[config.mk]
export PLATFORM = sky130hd
export DESIGN_NAME = i2c_slave
export DESIGN_NICKNAME = d
export VERILOG_FILES = /design/src/rtl/i2c_pkg.sv /design/src/rtl/i2c_bus_sync.sv /design/src/rtl/i2c_slave.sv
export SDC_FILE = /design/constraint.sdc
export NUM_CORES = 1
export LEC_CHECK = 0
export ABC_AREA = 1
export BUFFER_PORTS_ARGS = -buffer_cell sky130_fd_sc_hd__buf_2
export CAP_MARGIN = 20
export CORE_AREA = 5 5 120 122
export CTS_BUF_LIST = sky130_fd_sc_hd__clkbuf_4
export DETAILED_ROUTE_END_ITERATION = 7
export DIE_AREA = 0 0 125 127
export HOLD_SLACK_MARGIN = 0.1
export SYNTH_ARGS = -nofsm -noshare
export SYNTH_HDL_FRONTEND = slang
export SYNTH_SLANG_ARGS = --single-unit
[constraint.sdc]
create_clock -name clk -period 2.2 [get_ports clk]
set_clock_uncertainty 0.2 [all_clocks]
set_input_delay 0 -clock clk [delete_from_list [all_inputs] [get_ports clk]]
set_output_delay 0 -clock clk [all_outputs]
set_load 0.1 [all_outputs]
[src/rtl/i2c_pkg.sv]
// Shared types and constants for the I2C target and its bus-conditioning front end.
// Latency: none (declarations only).
// Backpressure: none; the I2C target never stretches SCL.
package i2c_pkg;

  typedef enum logic [2:0] {
    IDLE,
    ADDR,
    ADDR_ACK,
    WR_BYTE,
    WR_ACK,
    RD_BYTE,
    RD_ACK,
    WAIT_STOP
  } i2c_slave_state_t;

  localparam logic ACK      = 1'b0;
  localparam logic NACK     = 1'b1;
  localparam logic RW_WRITE = 1'b0;
  localparam logic RW_READ  = 1'b1;

endpackage

[src/rtl/i2c_bus_sync.sv]
// Synchronises raw SCL/SDA pins and flags SCL edges plus START/STOP conditions.
// Latency: pin change to registered event output is 3 clk.
// Backpressure: none; events are single-cycle pulses that must be consumed when seen.
//
// Ports:
//   clk, rst          system clock, synchronous active-high reset
//   scl_i, sda_i      raw asynchronous bus pins
//   scl_p_edge_o      one-cycle pulse on synchronised SCL rising edge
//   scl_n_edge_o      one-cycle pulse on synchronised SCL falling edge
//   start_det_o       SDA 1->0 while SCL high
//   stop_det_o        SDA 0->1 while SCL high
//   sda_sync_o        synchronised SDA, aligned with the event pulses
module i2c_bus_sync (
  input  logic clk,
  input  logic rst,
  input  logic scl_i,
  input  logic sda_i,
  output logic scl_p_edge_o,
  output logic scl_n_edge_o,
  output logic start_det_o,
  output logic stop_det_o,
  output logic sda_sync_o
);

  logic [1:0] scl_sync_q, sda_sync_q;
  logic       scl_prev_q, sda_prev_q;

  // Pipeline resets to the idle-bus level (both lines high) so no false
  // edge or START is reported as reset is released on an idle bus.
  always_ff @(posedge clk) begin
    if (rst) begin
      scl_sync_q   <= 2'b11;
      sda_sync_q   <= 2'b11;
      scl_prev_q   <= 1'b1;
      sda_prev_q   <= 1'b1;
      scl_p_edge_o <= 1'b0;
      scl_n_edge_o <= 1'b0;
      start_det_o  <= 1'b0;
      stop_det_o   <= 1'b0;
      sda_sync_o   <= 1'b1;
    end else begin
      scl_sync_q   <= {scl_sync_q[0], scl_i};
      sda_sync_q   <= {sda_sync_q[0], sda_i};
      scl_prev_q   <= scl_sync_q[1];
      sda_prev_q   <= sda_sync_q[1];
      scl_p_edge_o <= scl_sync_q[1] & ~scl_prev_q;
      scl_n_edge_o <= ~scl_sync_q[1] & scl_prev_q;
      // Uses the current SCL level: an SDA change coincident with SCL
      // falling is an ordinary data transition, not a bus condition.
      start_det_o  <= scl_sync_q[1] & sda_prev_q & ~sda_sync_q[1];
      stop_det_o   <= scl_sync_q[1] & ~sda_prev_q & sda_sync_q[1];
      sda_sync_o   <= sda_sync_q[1];
    end
  end

endmodule

[src/rtl/i2c_slave.sv]
// I2C target with a pointer-addressed byte register file (write: ptr byte then data; read: from ptr).
// Latency: SCL pin edge to sda_o change is 4 clk; master SCL low time must be >= 6 clk.
// Backpressure: none; the target never stretches SCL, it only ACKs/NACKs.
//
// Ports:
//   clk, rst          system clock, synchronous active-high reset
//   scl_i, sda_i      raw asynchronous bus pins
//   sda_o             open-drain SDA control (0 pulls low, 1 releases)
//   regs_o            register file, regs[i] at bits [8i+7:8i]
//   wr_strobe/wr_idx  one-cycle pulse and index when a data byte is committed
//   busy              high from address match until STOP, NACK exit or mismatch
module i2c_slave
  import i2c_pkg::*;
#(
  parameter logic [6:0] SLAVE_ADDR = 7'h50,
  parameter int         NUM_REGS   = 4,
  localparam int        PW         = $clog2(NUM_REGS)
) (
  input  logic                  clk,
  input  logic                  rst,
  input  logic                  scl_i,
  input  logic                  sda_i,
  output logic                  sda_o,
  output logic [NUM_REGS*8-1:0] regs_o,
  output logic                  wr_strobe,
  output logic [PW-1:0]         wr_idx,
  output logic                  busy
);

  logic p_edge, n_edge, start_det, stop_det, sda_s;

  i2c_bus_sync u_sync (
    .clk          (clk),
    .rst          (rst),
    .scl_i        (scl_i),
    .sda_i        (sda_i),
    .scl_p_edge_o (p_edge),
    .scl_n_edge_o (n_edge),
    .start_det_o  (start_det),
    .stop_det_o   (stop_det),
    .sda_sync_o   (sda_s)
  );

  i2c_slave_state_t            state_q, state_d;
  logic [2:0]                  cnt_q, cnt_d;
  logic [7:0]                  shift_q, shift_d;
  logic [PW-1:0]               ptr_q, ptr_d;
  logic                        sda_q, sda_d;
  logic                        busy_q, busy_d;
  logic                        rw_q, rw_d;
  logic                        first_q, first_d;  // next written byte is the pointer byte
  logic                        ack_q, ack_d;      // ACK phase sub-step (see ADDR_ACK/WR_ACK/RD_ACK)
  logic [NUM_REGS-1:0][7:0]    regs_q, regs_d;
  logic                        wr_strobe_q, wr_strobe_d;
  logic [PW-1:0]               wr_idx_q, wr_idx_d;
  logic [7:0]                  rx_byte;

  // Byte as it stands once the current p_edge bit is shifted in.
  assign rx_byte = {shift_q[6:0], sda_s};

  always_ff @(posedge clk) begin
    if (rst) begin
      state_q     <= IDLE;
      cnt_q       <= '0;
      shift_q     <= '0;
      ptr_q       <= '0;
      sda_q       <= 1'b1;
      busy_q      <= 1'b0;
      rw_q        <= RW_WRITE;
      first_q     <= 1'b0;
      ack_q       <= 1'b0;
      regs_q      <= '0;
      wr_strobe_q <= 1'b0;
      wr_idx_q    <= '0;
    end else begin
      state_q     <= state_d;
      cnt_q       <= cnt_d;
      shift_q     <= shift_d;
      ptr_q       <= ptr_d;
      sda_q       <= sda_d;
      busy_q      <= busy_d;
      rw_q        <= rw_d;
      first_q     <= first_d;
      ack_q       <= ack_d;
      regs_q      <= regs_d;
      wr_strobe_q <= wr_strobe_d;
      wr_idx_q    <= wr_idx_d;
    end
  end

  always_comb begin
    state_d     = state_q;
    cnt_d       = cnt_q;
    shift_d     = shift_q;
    ptr_d       = ptr_q;
    sda_d       = sda_q;
    busy_d      = busy_q;
    rw_d        = rw_q;
    first_d     = first_q;
    ack_d       = ack_q;
    regs_d      = regs_q;
    wr_strobe_d = 1'b0;
    wr_idx_d    = wr_idx_q;

    if (stop_det) begin
      state_d = IDLE;
      sda_d   = 1'b1;
      busy_d  = 1'b0;
      ack_d   = 1'b0;
    end else if (start_det) begin
      // Pointer deliberately kept so a repeated START can read from it.
      state_d = ADDR;
      cnt_d   = '0;
      sda_d   = 1'b1;
      ack_d   = 1'b0;
    end else begin
      case (state_q)
        IDLE, WAIT_STOP: ;

        ADDR: if (p_edge) begin
          shift_d = rx_byte;
          cnt_d   = cnt_q + 3'd1;
          if (cnt_q == 3'd7) begin
            if (rx_byte[7:1] == SLAVE_ADDR) begin
              state_d = ADDR_ACK;
              busy_d  = 1'b1;
              rw_d    = rx_byte[0];
            end else begin
              state_d = WAIT_STOP;
              busy_d  = 1'b0;
            end
          end
        end

        // First n_edge (end of 8th bit clock) starts the ACK; second n_edge
        // (end of ACK clock) leaves the ACK slot.
        ADDR_ACK: if (n_edge) begin
          if (!ack_q) begin
            sda_d = ACK;
            ack_d = 1'b1;
          end else begin
            ack_d = 1'b0;
            cnt_d = '0;
            if (rw_q == RW_WRITE) begin
              state_d = WR_BYTE;
              sda_d   = 1'b1;
              first_d = 1'b1;
            end else begin
              state_d = RD_BYTE;
              shift_d = regs_q[ptr_q];
              sda_d   = regs_q[ptr_q][7];
              ptr_d   = ptr_q + PW'(1);
            end
          end
        end

        WR_BYTE: if (p_edge) begin
          shift_d = rx_byte;
          cnt_d   = cnt_q + 3'd1;
          if (cnt_q == 3'd7) begin
            state_d = WR_ACK;
            if (first_q) begin
              ptr_d   = rx_byte[PW-1:0];
              first_d = 1'b0;
            end else begin
              regs_d[ptr_q] = rx_byte;
              wr_strobe_d   = 1'b1;
              wr_idx_d      = ptr_q;
              ptr_d         = ptr_q + PW'(1);
            end
          end
        end

        WR_ACK: if (n_edge) begin
          if (!ack_q) begin
            sda_d = ACK;
            ack_d = 1'b1;
          end else begin
            ack_d   = 1'b0;
            cnt_d   = '0;
            state_d = WR_BYTE;
            sda_d   = 1'b1;
          end
        end

        // MSB already on the line at load; n_edges 1..7 shift out bits 6..0,
        // the 8th releases SDA for the master's ACK/NACK.
        RD_BYTE: if (n_edge) begin
          if (cnt_q == 3'd7) begin
            state_d = RD_ACK;
            sda_d   = 1'b1;
            ack_d   = 1'b0;
          end else begin
            sda_d   = shift_q[6];
            shift_d = {shift_q[6:0], 1'b0};
            cnt_d   = cnt_q + 3'd1;
          end
        end

        // ack_q records a master ACK seen on p_edge; the following n_edge
        // loads the next byte.
        RD_ACK: begin
          if (p_edge) begin
            if (sda_s == NACK) begin
              state_d = WAIT_STOP;
              busy_d  = 1'b0;
            end else begin
              ack_d = 1'b1;
            end
          end else if (n_edge && ack_q) begin
            ack_d   = 1'b0;
            cnt_d   = '0;
            state_d = RD_BYTE;
            shift_d = regs_q[ptr_q];
            sda_d   = regs_q[ptr_q][7];
            ptr_d   = ptr_q + PW'(1);
          end
        end

        default: state_d = IDLE;
      endcase
    end
  end

  assign sda_o     = sda_q;
  assign regs_o    = regs_q;
  assign wr_strobe = wr_strobe_q;
  assign wr_idx    = wr_idx_q;
  assign busy      = busy_q;

endmodule

==> run metrics <==
status finished, final reports clean; WL final 9.00 mm; maxcap violations 0; Peak supply drop between 0.3 and 0.4 mV; Mapped Area about 3200 um^2; # IOs 41; CTS sink cnt 65; clock latency on the worst-skew pair 0.43 ns; DRT iter0 DRCs ~300; WL per Instance between 10 and 15 um; CTS HTree Levels 3; post-synth top area share between 40% and 50%; initial antenna violation count 1; post-synth top area cell dfxtp_1; RSZ-0062 raised after global routing no; period utilisation layout between 90% and 100%; post-synth cell types 27; largest cells by area after synthesis dfxtp_1, o21ai_0, nand2_1; post-route setup TNS 0 ns; CTS tree done; number of nets with antenna violations after routing 0; Total GRT Usage 11.3%; Power Density between 1000 and 1500 nW/um^2; vias in the first global route roughly 2900; DRC 0; Die ar. between 15000 and 20000 um^2; first-pass GRT wire length between 10 and 15 mm; Worst Setup Start Kind register; vias post-DR roughly 3200; Mapped Nets 466; first-pass iteration count of the detailed router 4; Hold WC Path Type register to register; Site Rows 42; leakage about 0.0017 uW; utilization after layout between 20% and 30%; P&R area growth vs syn 19.7%; CP Class register to register; root buf cell clkbuf_4; most frequent cells in the layout nand2_1, dfxtp_1, nor2_1, o21ai_0, a21oi_1; share of cells above drive strength 1 16.8%; port buffer count 40; Worst EP arrival 2.15 ns; synthesized flop and latch total between 60 and 70; DP HPWL ~6.5 mm; nets a little over 500; Yosys warnings 0; Num CTS Buffers 9; Slew @ Worst Pin 0.494 ns; Die Ht about 130 um; initial core utilization 24.4%; Critical Path Fanout Max 9; Max Slew Vio Count 0; vias per cell 4.65; aggregate global routing overflow 0; commonest non-fill, non-tap cell in the layout nand2_1; CTS clock-pin slew for the worst setup and hold paths approximately 0.12 ns; Crit. End Element register; final hold violations 0; Fmax between 0.5 and 0.6 GHz; Worst EP required roughly 2.4 ns; GPL Wtd Cong 0.973; die width roughly 130 um; Syn Area/Cell between 7 and 8 um^2; Mapped Cells ~460; largest net degree at the start of global routing 40; Bufs on Longest Clock Path 2; Rel. slew slack 66.7%; CORE AREA 13100 um^2; post-synthesis sequential area ratio 40.7%; min Tclk post-route roughly 2.0 ns; final setup fails 0
-- worst paths after layout --
kind	start	end	slack (ns)	cells past startpoint
worst max-delay path	ack_q	shift_q[3]	0.21	6
worst min-delay path	u_sync.sda_sync_q[0]	u_sync.sda_sync_q[1]	0.22	1
worst max register to register	ack_q	shift_q[3]	0.21	6
worst min register to register	u_sync.sda_sync_q[0]	u_sync.sda_sync_q[1]	0.22	1
-- sequential cells by signal, summed over array words and instances, names as in the netlist, 2 cells and up --
name	cells
shift_q	7
regs_o	32
u_sync.scl_sync_q	2
state_q	3
cnt_q	3
ptr_q	2
u_sync.sda_sync_q	2
wr_idx	2
-- cell usage after synthesis --
cell type,n
a21oi_1,53
a22oi_1,1
and2_1,2
buf_4,3
buf_6,4
clkbuf_1,12
dfxtp_1,65
ha_1,7
inv_1,36
inv_2,4
nand2_1,78
nand2_2,1
nand2_4,1
nand3_1,21
nand3_2,1
nand3b_1,2
nand4_1,8
nor2_1,64
nor2_2,2
nor2_4,7
nor3_1,8
o211ai_1,1
o21ai_0,61
o21ai_2,1
o21bai_1,2
o22ai_1,6
or2_2,4
-- critical path: stages (launching register included) --
cell and delay (ns):
dfxtp_1 0.43, nand2_1 0.16, o21ai_0 0.45, nand3b_1 0.19
nor2_4 0.24, inv_2 0.11, a21oi_1 0.13
-- cell families (layout without fill, tap and decap cells) --
logic type	count (synthesis)	in the layout	share of synthesized area, %
other	0	1	0
DFF	65	65	40.7
adders and majority gates	7	7	2.74
and+or+nand+nor	199	199	28.1
AOI/OAI and AO/OA	125	125	20.2
buffers and inverters	59	111	8.22
-- timing repair --
item | 4_1_cts | 5_1_grt
hold endpoints to repair | 23 | 0
setup buffers | 0 | 1
hold buffers | 7 | 0
gates resized for setup | 0 | 2
endpoints found under the setup margin | 0 | 7
-- layer usage --
layer  vias up  global-route usage [%]  routed length (um)
li1       1606                       -                   -
met1      1458                    15.3                4280
met2       105                    17.3                4060
met3        13                    3.09                 508
met4         0                    4.21                 158
met5         -                       0                   0
-- stage by stage --
step           worst slack, ns  hold WS, ns  instance area (um^2)  total power (uW)  instances
4_1_cts                  0.164        0.224                  3800              4190        682
3_5_place_dp             0.184      -0.0129                  3570              3250        659
6_report                 0.210        0.220                  3830              4190        684
3_3_place_gp             0.214      -0.0135                  3570              3240        659
5_1_grt                 0.0510        0.236                  3830              4500        684
2_1_floorplan            0.393      -0.0962                  3200              2840        455
-- report_power, final --
group	switching (uW)	internal, uW	total (uW)
clock	470	459	928
combinational	1240	574	1820
sequential	126	1320	1450
-- area by class of cell --
| type | count | area, um^2 |
|---|---|---|
| inverter | 40 | 150 |
| clock inverter | 7 | 92.6 |
| fill | 1423 | 9260 |
| antenna | 1 | 2.50 |
| tap | 176 | 220 |
| multi-input combinational | 331 | 1640 |
| sequential | 65 | 1300 |
| clock buffer | 9 | 67.6 |
| timing repair buffer | 55 | 355 |
Power figures use the tool's default switching activity.
